[config.mk]
export PLATFORM = sky130hd
export DESIGN_NAME = memory_sequence_ctrl
export DESIGN_NICKNAME = d
export VERILOG_FILES = /design/src/rtl/memory_sequence_ctrl.sv
export SDC_FILE = /design/constraint.sdc
export NUM_CORES = 1
export LEC_CHECK = 0
export ABC_AREA = 1
export BUFFER_PORTS_ARGS = -buffer_cell sky130_fd_sc_hd__clkbuf_2
export CORE_ASPECT_RATIO = 1.1
export CORE_MARGIN = 2
export CORE_UTILIZATION = 62
export CTS_CLUSTER_DIAMETER = 100
export DETAILED_ROUTE_END_ITERATION = 12
export PLACE_DENSITY = 0.87
export SYNTH_ARGS = -nofsm -noshare
export SYNTH_HDL_FRONTEND = slang
export SYNTH_SLANG_ARGS = --single-unit
[constraint.sdc]
create_clock -name clock -period 4.2 [get_ports clock]
set_clock_uncertainty 0.1 [all_clocks]
set_input_delay 0.21 -clock clock [delete_from_list [all_inputs] [get_ports clock]]
set_output_delay 0.21 -clock clock [all_outputs]
set_load 0.01 [all_outputs]
[src/rtl/memory_sequence_ctrl.sv]
// Memory-sequence game controller: walks the pattern ROM round by
// round and checks each button press against the stored sequence.
module memory_sequence_ctrl #(
  parameter int LAST_ROUND     = 15,
  parameter int TIMEOUT_CYCLES = 5000
) (
  input  logic       clock,
  input  logic       reset,
  input  logic       iniciar,
  input  logic [3:0] botoes,
  input  logic [3:0] rom_data,
  output logic [3:0] rom_address,
  output logic       rom_enable,
  output logic [3:0] rodada,
  output logic [3:0] jogada,
  output logic       pronto,
  output logic       acertou,
  output logic       errou,
  output logic       timeout,
  output logic [3:0] db_estado
);

  localparam int TW = (TIMEOUT_CYCLES > 1) ? $clog2(TIMEOUT_CYCLES) : 1;
  localparam logic [TW-1:0] T_LAST = TW'(TIMEOUT_CYCLES - 1);
  localparam logic [3:0] LAST = 4'(LAST_ROUND);

  localparam logic [3:0] INICIAL       = 4'd0;
  localparam logic [3:0] PREPARA       = 4'd1;
  localparam logic [3:0] LE_ROM        = 4'd2;
  localparam logic [3:0] ESPERA_DADO   = 4'd3;
  localparam logic [3:0] ESPERA_JOGADA = 4'd4;
  localparam logic [3:0] REGISTRA      = 4'd5;
  localparam logic [3:0] COMPARA       = 4'd6;
  localparam logic [3:0] PROX_JOGADA   = 4'd7;
  localparam logic [3:0] PROX_RODADA   = 4'd8;
  localparam logic [3:0] FIM_ACERTO    = 4'd10;
  localparam logic [3:0] FIM_ERRO      = 4'd11;
  localparam logic [3:0] FIM_TIMEOUT   = 4'd12;

  logic [3:0]    state_q, state_d;
  logic [3:0]    rodada_q, rodada_d;
  logic [3:0]    jogada_q, jogada_d;
  logic [TW-1:0] tmo_q, tmo_d;
  logic [3:0]    btn_q, btn_d;
  logic [3:0]    exp_q, exp_d;
  logic [3:0]    prev_q;
  logic          pronto_q, pronto_d;
  logic          acertou_q, acertou_d;
  logic          errou_q, errou_d;
  logic          timeout_q, timeout_d;
  logic          press;

  // A press is a rising edge out of the all-released condition.
  assign press = (botoes != 4'd0) && (prev_q == 4'd0);

  always_comb begin
    state_d   = state_q;
    rodada_d  = rodada_q;
    jogada_d  = jogada_q;
    tmo_d     = tmo_q;
    btn_d     = btn_q;
    exp_d     = exp_q;
    pronto_d  = pronto_q;
    acertou_d = acertou_q;
    errou_d   = errou_q;
    timeout_d = timeout_q;
    case (state_q)
      INICIAL: if (iniciar) state_d = PREPARA;
      PREPARA: begin
        rodada_d  = 4'd0;
        jogada_d  = 4'd0;
        tmo_d     = '0;
        btn_d     = 4'd0;
        pronto_d  = 1'b0;
        acertou_d = 1'b0;
        errou_d   = 1'b0;
        timeout_d = 1'b0;
        state_d   = LE_ROM;
      end
      LE_ROM: state_d = ESPERA_DADO;
      ESPERA_DADO: begin
        exp_d   = rom_data;
        state_d = ESPERA_JOGADA;
      end
      ESPERA_JOGADA: begin
        if (press) begin
          state_d = REGISTRA;
        end else if (tmo_q == T_LAST) begin
          timeout_d = 1'b1;
          pronto_d  = 1'b1;
          state_d   = FIM_TIMEOUT;
        end else begin
          tmo_d = tmo_q + TW'(1);
        end
      end
      REGISTRA: begin
        btn_d   = botoes;
        tmo_d   = '0;
        state_d = COMPARA;
      end
      COMPARA: begin
        if (btn_q != exp_q) begin
          errou_d  = 1'b1;
          pronto_d = 1'b1;
          state_d  = FIM_ERRO;
        end else if (jogada_q == rodada_q) begin
          state_d = PROX_RODADA;
        end else begin
          state_d = PROX_JOGADA;
        end
      end
      PROX_JOGADA: begin
        jogada_d = jogada_q + 4'd1;
        state_d  = LE_ROM;
      end
      PROX_RODADA: begin
        if (rodada_q == LAST) begin
          acertou_d = 1'b1;
          pronto_d  = 1'b1;
          state_d   = FIM_ACERTO;
        end else begin
          rodada_d = rodada_q + 4'd1;
          jogada_d = 4'd0;
          state_d  = LE_ROM;
        end
      end
      FIM_ACERTO, FIM_ERRO, FIM_TIMEOUT:
        if (iniciar) state_d = PREPARA;
      default: state_d = INICIAL;
    endcase
  end

  always_ff @(posedge clock or negedge reset) begin
    if (!reset) begin
      state_q   <= INICIAL;
      rodada_q  <= 4'd0;
      jogada_q  <= 4'd0;
      tmo_q     <= '0;
      btn_q     <= 4'd0;
      exp_q     <= 4'd0;
      prev_q    <= 4'd0;
      pronto_q  <= 1'b0;
      acertou_q <= 1'b0;
      errou_q   <= 1'b0;
      timeout_q <= 1'b0;
    end else begin
      state_q   <= state_d;
      rodada_q  <= rodada_d;
      jogada_q  <= jogada_d;
      tmo_q     <= tmo_d;
      btn_q     <= btn_d;
      exp_q     <= exp_d;
      prev_q    <= botoes;
      pronto_q  <= pronto_d;
      acertou_q <= acertou_d;
      errou_q   <= errou_d;
      timeout_q <= timeout_d;
    end
  end

  assign rom_enable  = (state_q == LE_ROM);
  assign rom_address = rom_enable ? jogada_q : 4'd0;
  assign rodada      = rodada_q;
  assign jogada      = jogada_q;
  assign pronto      = pronto_q;
  assign acertou     = acertou_q;
  assign errou       = errou_q;
  assign timeout     = timeout_q;
  assign db_estado   = state_q;

endmodule
=== Word level (Yosys, flattened, before mapping) ===
Cells that the tools add are included.

* Add/subtract/negate cells: 3
* Equality and inequality tests: 23
* Mux-type cells: 24
* Reduce and logical (&&, ||, !) cells: 22

{| class="wikitable"
|+ Operator list
! cell !! count
|-
| two-way mux 4 bit || 9
|-
| case mux 4 bit (8 select lines) || 1
|-
| two-way mux 13 bit || 2
|-
| case mux 13 bit (2 select lines) || 1
|-
| == test 4 bit (second input constant) || 5
|-
| == test 4 x 3 -> 1 bit (second input constant) || 4
|-
| case mux 4 bit (2 select lines) || 2
|-
| adder 13 x 1 -> 13 bit (second input constant) || 1
|-
| == test 13 bit (second input constant) || 1
|-
| != test 2 bit (second input constant) || 6
|-
| case mux 4 bit (3 select lines) || 1
|-
| AND reduction 2 bit || 5
|-
| nonzero test 2 bit || 5
|-
| adder 4 x 1 -> 4 bit (second input constant) || 2
|-
| == test 4 x 2 -> 1 bit (second input constant) || 2
|-
| logical NOT 4 bit || 2
|-
| nonzero test 4 bit || 2
|-
| case mux 1 bit (2 select lines) || 3
|-
| AND reduction 3 bit || 2
|-
| AND reduction 5 bit || 1
|-
| == test 4 x 1 -> 1 bit (second input constant) || 1
|-
| == test 4 bit || 1
|-
| two-way mux 1 bit || 4
|-
| != test 4 bit || 1
|-
| 7 further kinds || 8
|}

* Register bits after elaboration: 41
* Bits of input ports: 11
* Output and inout port bits: 21
* Word-level logic and storage cells: 83

=== Depth between registers and ports, before layout ===
Gate-level depths: netlist of run 1.

* Depth in word-level cells: 4
* Mapped depth: 11
* Depth with buffers taken out: 11

=== Least setup slack after synthesis of run 1 ===
Ideal clock, no wire load.

* Path type: register to register
* Start: register tmo_q[0]
* End: register tmo_q[12]
* Library setup time: 74 ps
* Arrival time: 1428 ps
* Data required time: 4026 ps
* Slack: 2598 ps
* Stages on the path, launching flop included: 11
* Buffers on the path: 1
* Path through: dfrtp_1 -> ha_1 -> nand2_1 -> nor2_1 -> nand2_1 -> nor2_4 -> nor2_4 -> nor2_4 -> buf_6 -> nand2_1 -> o21ai_2

* Word-level cells in the longest chain between the ends: 4
* Elaborated cells between the ends (all ways): 7
* Those cells by class: 1 x add/sub; 2 x eq/ne; 3 x mux; 1 x reduce/logical

{| class="wikitable"
|+ Ends and longest elaborated chain
! element !! RTL line !! text
|-
| start: declaration || 43 || <nowiki>logic [TW-1:0] tmo_q, tmo_d;</nowiki>
|-
| start signal: assignment || 150 || <nowiki>tmo_q <= tmo_d;</nowiki>
|-
| adder 13 x 1 -> 13 bit || 93 || <nowiki>tmo_d = tmo_q + TW'(1);</nowiki>
|-
| two-way mux 13 bit || 88 || <nowiki>end else if (tmo_q == T_LAST) begin</nowiki>
|-
| two-way mux 13 bit || 86 || <nowiki>if (press) begin</nowiki>
|-
| case mux 13 bit (2 select lines) || 67 || <nowiki>case (state_q)</nowiki>
|}

Several ways; a longest one is shown, not always the timed one. The select of a mux whose other input is x is not followed.
A chain may end at the register's enable or synchronous reset.

=== Final worst setup path of run 1 ===
* Start: register state_q[3] (netlist: db_estado[3])
* End: output rom_address[1]

* Word-level cells in the longest chain between the ends: 2

{| class="wikitable"
|+ Ends and longest elaborated chain
! element !! RTL line !! text
|-
| start: declaration || 40 || <nowiki>logic [3:0] state_q, state_d;</nowiki>
|-
| start signal: assignment || 147 || <nowiki>state_q <= state_d;</nowiki>
|-
| == test 4 x 2 -> 1 bit || 161 || <nowiki>assign rom_enable = (state_q == LE_ROM);</nowiki>
|-
| two-way mux 4 bit || 162 || <nowiki>assign rom_address = rom_enable ? jogada_q : 4'd0;</nowiki>
|-
| end: declaration || 12 || <nowiki>output logic [3:0] rom_address,</nowiki>
|}

Every way passes these cells.

==> impl_metrics.toml, run 1 <==
[worst_setup_path]
cpPeakStageDelay_ps = 490
cp_cell_sequence = "nor2_1, inv_1, nor2_1, inv_1, nor2_1, clkbuf_2"
cp_max_fo = 7
arrival_ps = 1700
crit_required_ps = 3890
critPathLaunchType = "register"
crit_slowest_cell = "dfrtp_1"
crit_buf_inv = 3
crit_family = "simple AND/OR/NAND/NOR gates"
path_common_cell = "nor2_1"
path_class = "register to output pin"
end_kind = "output pin"

[grt]
grt_pass1_vias = 2187
grt_pass1_wl_um = 9370
gr-usage-all-layers_pct = 26.59
grt_overflow_total = 0
grt_antenna_before_repair = 0
grt_max_degree = 42

[layout]
final_cells = 452
fin_nets = 413
drive_gt1_share_pct = 14.00
n_fill_cell = 343
antenna_cells = 0
syn_to_final_growth_pct = 14.92

[die]
std_cell_rows = 24
fp.dieW_um = 64.33
die_height_um = 70.37
coreArea_mm2 = 0.003904
initial_core_util_pct = 63.59
io_pins = 32
die_area_mm2 = 0.004527

[placed_design]
dp.cells = 440
place_hpwl_um = 4215
port-buffer-count = 31
post-place-ws_ps = 2353
gp_congestion = 0.9539

[synth]
syn-num-nets = 374
netlist_area_mm2 = 0.002482
ys_ff_latch = 41
yosysTopAreaCellShare_pct = 41.33
ys.warnings.count = 0
synth_cells = 360
avgSynthCellArea_um2 = 6.896
ys_seq_area_share_pct = 41.33
yosysTopAreaCell = "dfrtp_1"
synth.area.top_cells = "dfrtp_1 41%, nand2_1 18%, nor2_1 8.5%"
ys_types = 25

[detailed_routing]
viasPerCell = 5.119
antenna_left = 0
drc = 0
totalWireLength_um = 5521
avgRoutedWirePerCell_um = 12.21
vias = 2314
dr.pass1.iters = 5
drt_iter0_drc = 134

[timing]
post-route-min-period_ps = 2011
slew_viol_final = 0
fin_hold_ws_ps = -33.11
max_freq_mhz = 497.3
hold_violations = 41
period_share_pct = 47.88
finalSetupViolCount = 0
tightest_slew_ps = 995.0
relSlewSlack_pct = 33.66
setup_ws_ps = 2189
rsz0062_at_grt = "no"
tns_ps = 0

[cts]
cts_tree = "done"
clock_sinks = 41
cts-root-buf = "clkbuf_8"
postCtsResizedCells = 0
numCtsBuffers = 5
worstSkewPairLatency_ps = 300
clk_pin_slew_ps = 80
clock_path_buffers = 2
htreeDepth = 2

[outcome]
violations = "negative hold slack"
outcome = "finished with violations"

[power_and_ir_drop]
cellLeakagePower_nw = 1.476
power_density_mw_per_mm2 = 567.1
irDropWorstVdd_v = 0.0004246

[hold_path]
hold_class = "primary input to async pin"

[flow_run]
max-cap-violations = 0
logic make-up (layout without fill, tap and decap cells):
| kind of cell | count (synthesis) | after routing | share of synthesized area, % |
|---|---|---|---|
| compound gates | 31 | 31 | 7.056 |
| simple gates | 220 | 220 | 37.75 |
| fa+ha+maj | 3 | 3 | 1.512 |
| buf+inv | 55 | 95 | 8.821 |
| xor+xnor | 10 | 10 | 3.528 |
| flops | 41 | 41 | 41.33 |
registers in the layout, indices dropped and copies added, names as in the netlist:
name,flops
acertou,1
btn_q,4
db_estado,4
errou,1
exp_q,4
jogada,4
prev_q,4
pronto,1
rodada,4
timeout,1
tmo_q,13
report_power, final:
group | internal, mW | switching [mW]
registers | 0.478 | 0.0875
clock network | 0.236 | 0.138
logic | 0.216 | 0.461
total | 0.930 | 0.687
per-stage QoR:
step / instance area [um^2] / utilization (%) / total power, mW / hold WS, ps
global placement: 2679 / 68.62 / 1.222 / 235.9
finish: 2853 / 73.08 / 1.618 / -33.11
detailed placement: 2679 / 68.62 / 1.243 / 238.7
floorplan: 2482 / - / 1.076 / -185.6
CTS: 2853 / 73.08 / 1.621 / 0.08560
global route: 2853 / 73.08 / 1.741 / 47.06
cell usage after synthesis, drive strengths merged:
cell type and number:
and2 1, buf 3, nand4 4, o21ai 19, nor2 61, ha 3, or2 1, a21oi 8
nand2 126, xnor2 2, nor3 4, nand3 23, xor2 8, dfrtp 41, o22ai 4, inv 52
timing repair:
action                                 4_1_cts  5_1_grt
endpoints found under the hold margin        4        0
setup buffers                                0        0
hold buffers                                 4        0
worst paths after layout:
| check | end | cells past startpoint | startpoint | slack [ps] |
|---|---|---|---|---|
| worst max register to register | tmo_q[10]$_DFFE_PN0P_ | 9 | tmo_q[0]$_DFFE_PN0P_ | 2330 |
| worst min-delay path | tmo_q[4]$_DFFE_PN0P_ | 1 | reset | -30 |
| min in group clock | exp_q[2]$_DFFE_PN0P_ | 3 | rom_data[2] | 60 |
| max in group asynchronous | prev_q[1]$_DFF_PN0_ | 1 | reset | 3430 |
| worst min register to register | pronto$_DFFE_PN0P_ | 2 | pronto$_DFFE_PN0P_ | 400 |
| worst max-delay path | rom_address[1] | 6 | db_estado[3]$_DFFE_PN0P_ | 2190 |
layout by cell type, fill, tap and decap left out, types with 3 or more instances in the layout:
master | synthesis | final
a21oi_1 | 8 | 8
clkbuf_2 | 0 | 31
clkbuf_8 | 0 | 5
dfrtp_1 | 41 | 41
dlygate4sd3_1 | 0 | 4
ha_1 | 3 | 3
inv_1 | 50 | 50
nand2_1 | 122 | 122
nand3_1 | 23 | 23
nand4_1 | 4 | 4
nor2_1 | 56 | 56
nor2_4 | 5 | 5
nor3_1 | 3 | 3
o21ai_0 | 14 | 14
o21ai_2 | 4 | 4
o22ai_1 | 4 | 4
xor2_1 | 8 | 8
area by class of cell:
cell class	count	area, um^2	area share (%)
multi-input cells	264	1237	43.38
flip-flops and latches	41	1026	35.96
repair buffers	35	195.2	6.842
inverters	52	195.2	6.842
clock buffers	5	68.82	2.412
clock inverters	3	65.06	2.281
well taps	52	65.06	2.281
layer usage:
| layer | GRT usage (%) | share of wire (%) | vias to the layer above |
|---|---|---|---|
| li1 | - | - | 1188 |
| met1 | 31.66 | 43 | 1052 |
| met2 | 46.76 | 50 | 64 |
| met3 | 6.280 | 5.3 | 10 |
| met4 | 8.983 | 1.8 | 0 |
| met5 | 0 | 0 | - |
Power figures use the tool's default switching activity.
==> run 2, diff against run 1 <==
ABC_AREA = 0   (was 1)
CORE_UTILIZATION = 56   (was 62)
PLACE_DENSITY = 0.81   (was 0.87)
clock period = 2 ns   (was 4.2 ns; I/O delays follow)
==> run 2 against run 1 <==
The flow finishes with violations (negative setup slack). Register-to-register slack lost 2400 ps. Combinational power is 110% higher. Synthesized cell count down 39%. Final cell count down 26%. Global-route usage fell by 3.7 points. Sequential share of layout area grew 1.6 points. Critical path depth decreased by 2. Sequential power up 110%. Setup slack worse by 2300 ps. Critical endpoint is now db_estado[0]$_DFFE_PN0P_. Highest routed layer unchanged.
==> impl_metrics.toml, run 2 <==
[outcome]
outcome = "finished with violations"
violations = "negative setup slack"

[synth]
ys_ff_latch = 41
yosysTopAreaCellShare_pct = 47.90
ys_seq_area_share_pct = 47.90
synth-edff-count = 0
synth_cells = 221
async_flop_share_pct = 100.0
synth_commonest_cells = "41 x dfrtp_1, 26 x nor2_1, 24 x nand2_1"
yosysMostFrequentCell = "dfrtp_1"
netlist_area_mm2 = 0.002142
synth_ff_type = "dfrtp_1"
yosysTopAreaCell = "dfrtp_1"
ys.warnings.count = 0
ys_types = 45
synth.area.top_cells = "dfrtp_1 48%, xor2_1 9.0%, nor2_1 4.6%"
avgSynthCellArea_um2 = 9.693
syn-num-nets = 235

[worst_setup_path]
r2r.worst_path.cells = 4
r2r-end = "db_estado[0]$_DFFE_PN0P_"
cp_max_fo = 2
r2r_slack_ps = -90
critPathLaunchType = "register"
end_kind = "register"
reg2reg_from = "tmo_q[5]$_DFFE_PN0P_"
path_class = "register to register"
crit_required_ps = 2080
arrival_ps = 2170

[hold_path]
worstHoldStart = "iniciar"
holdPathEnd = "db_estado[2]$_DFFE_PN0P_"
hold_class = "primary input to register"
min_path_cells = 3

[cts]
htreeDepth = 2
numCtsBuffers = 5
clk_pin_slew_ps = 70
worstSkewPairLatency_ps = 290
clock_path_buffers = 2
clock_sinks = 41
cts_tree = "done"
cts-root-buf = "clkbuf_8"

[timing]
post-route-min-period_ps = 2090
relSlewSlack_pct = 56.59
setup_ws_ps = -89.68
tns_ps = -456.8
hold_violations = 0
rsz0062_at_grt = "yes"
max_freq_mhz = 478.5
slew_viol_final = 0
tightest_slew_ps = 651.1
finalSetupViolCount = 8
period_share_pct = 104.5

[grt]
grt_overflow_total = 0
grt_pass1_vias = 1704
grt_antenna_before_repair = 0
grt_max_degree = 27
gr-usage-all-layers_pct = 22.93
grt_pass1_wl_um = 7527

[die]
initial_core_util_pct = 58.61
die_height_um = 68.87
coreArea_mm2 = 0.003655
fp.dieW_um = 62.97
io_pins = 32
std_cell_rows = 23
die_area_mm2 = 0.004336

[power_and_ir_drop]
switching_share_pct = 37.80
total_power_mw = 3.130
p_int_mw = 1.947
power_frac_seq_pct = 37.2
combPwrFrac_pct = 45.5
cellLeakagePower_nw = 1.357
irDropWorstVdd_v = 0.0009542
power_switching_mw = 1.183
clockPowerShare_pct = 17.3
power_density_mw_per_mm2 = 1147

[flow_run]
max-cap-violations = 0

[layout]
final_cell_mix = "41 x dfrtp_1, 31 x clkbuf_2, 26 x nor2_1"
largest_reg_flops = 13
final_area_mm2 = 0.002730
drive_gt1_share_pct = 28.77
top_register = "tmo_q"
antenna_cells = 0
syn_to_final_growth_pct = 27.45
mostFrequentLayoutCell = "dfrtp_1"
n_fill_cell = 254
fin_nets = 299

[detailed_routing]
drt_iter0_drc = 91
wl_met3_um = 227
avgRoutedWirePerCell_um = 13.65
totalWireLength_um = 4572
viasPerCell = 5.484
dr.pass1.iters = 4
top_layer = "met4"
wl_met1_um = 1972
drc = 0
antenna_left = 0
vias = 1837
wl_met2_um = 2330

[placed_design]
place_hpwl_um = 3212
placed_cell_area_mm2 = 0.002520
port-buffer-count = 31
gp_congestion = 0.8477
==> run 2: routing by layer <==
layer / GRT usage [%] / vias up
met4: 7.778 / 0
li1: - / 905
met2: 39.89 / 50
met5: 0 / -
met1: 28.30 / 878
met3: 5.844 / 4
==> run 2: cells by family (layout without fill, tap and decap cells) <==
kind of cell | Yosys count | count (layout) | share of synthesized area [%]
compound gates | 24 | 24 | 7.887
xor+xnor | 23 | 23 | 9.404
fa+ha+maj | 3 | 3 | 1.753
buf+inv | 14 | 78 | 2.920
flops | 41 | 41 | 47.90
mux | 7 | 7 | 3.621
simple gates | 109 | 109 | 26.52
==> run 2: timing repair <==
action                                  in CTS  in global routing
cloned                                       0                  0
endpoints found under the setup margin      10                 15
hold buffers                                 9                  0
resized for setup                            5                  2
pin swaps                                    3                  1
setup buffers                                0                  1
endpoints found under the hold margin       36                  0
==> run 2: how the worst max path moves through the flow <==
stage	cells past startpoint	from	to	slack, ps
final	4	tmo_q[5]$_DFFE_PN0P_	db_estado[0]$_DFFE_PN0P_	-90
after global routing	4	tmo_q[5]$_DFFE_PN0P_	db_estado[3]$_DFFE_PN0P_	-120
after CTS	4	tmo_q[5]$_DFFE_PN0P_	db_estado[0]$_DFFE_PN0P_	-90
after detailed placement	6	tmo_q[5]$_DFFE_PN0P_	pronto$_DFFE_PN0P_	-100
after global placement	6	tmo_q[5]$_DFFE_PN0P_	tmo_q[4]$_DFFE_PN0P_	-40
after floorplan	5	tmo_q[5]$_DFFE_PN0P_	db_estado[0]$_DFFE_PN0P_	-100
==> run 2: worst max-delay path: stages, from the launching register on <==
cell     delay, ps
dfrtp_1        390
or4b_1         520
or4_4          460
a21oi_4        160
mux2_2         350
==> run 2: stage by stage <==
| stage | cells | setup WS [ps] | utilization (%) | hold slack (ps) |
|---|---|---|---|---|
| global placement | 318 | -42.98 | 68.95 | 49.06 |
| finish | 335 | -89.68 | 74.70 | 126.0 |
| floorplan | 221 | -102.8 | - | -295.6 |
| detailed placement | 318 | -104.8 | 68.95 | 52.64 |
| CTS | 334 | -92.26 | 74.32 | 127.5 |
| global route | 335 | -121.7 | 74.70 | 184.0 |
==> run 2: layout make-up <==
type	instances	area, um^2	area share, %
Clock buffer	7	86.33	3.162
Inverter	4	15.01	0.5500
Multi-Input combinational cell	166	1076	39.41
Sequential cell	41	1026	37.58
Tap cell	50	62.56	2.291
Timing Repair Buffer	67	464.2	17.00
==> run 2: power groups by stage <==
stage	clock [mW]	combinational [mW]	sequential, mW
2_1_floorplan	0	0.838	1.23
3_3_place_gp	0	1.35	1.18
3_5_place_dp	0	1.38	1.18
4_1_cts	0.543	1.42	1.17
5_1_grt	0.580	1.58	1.19
6_report	0.540	1.42	1.17
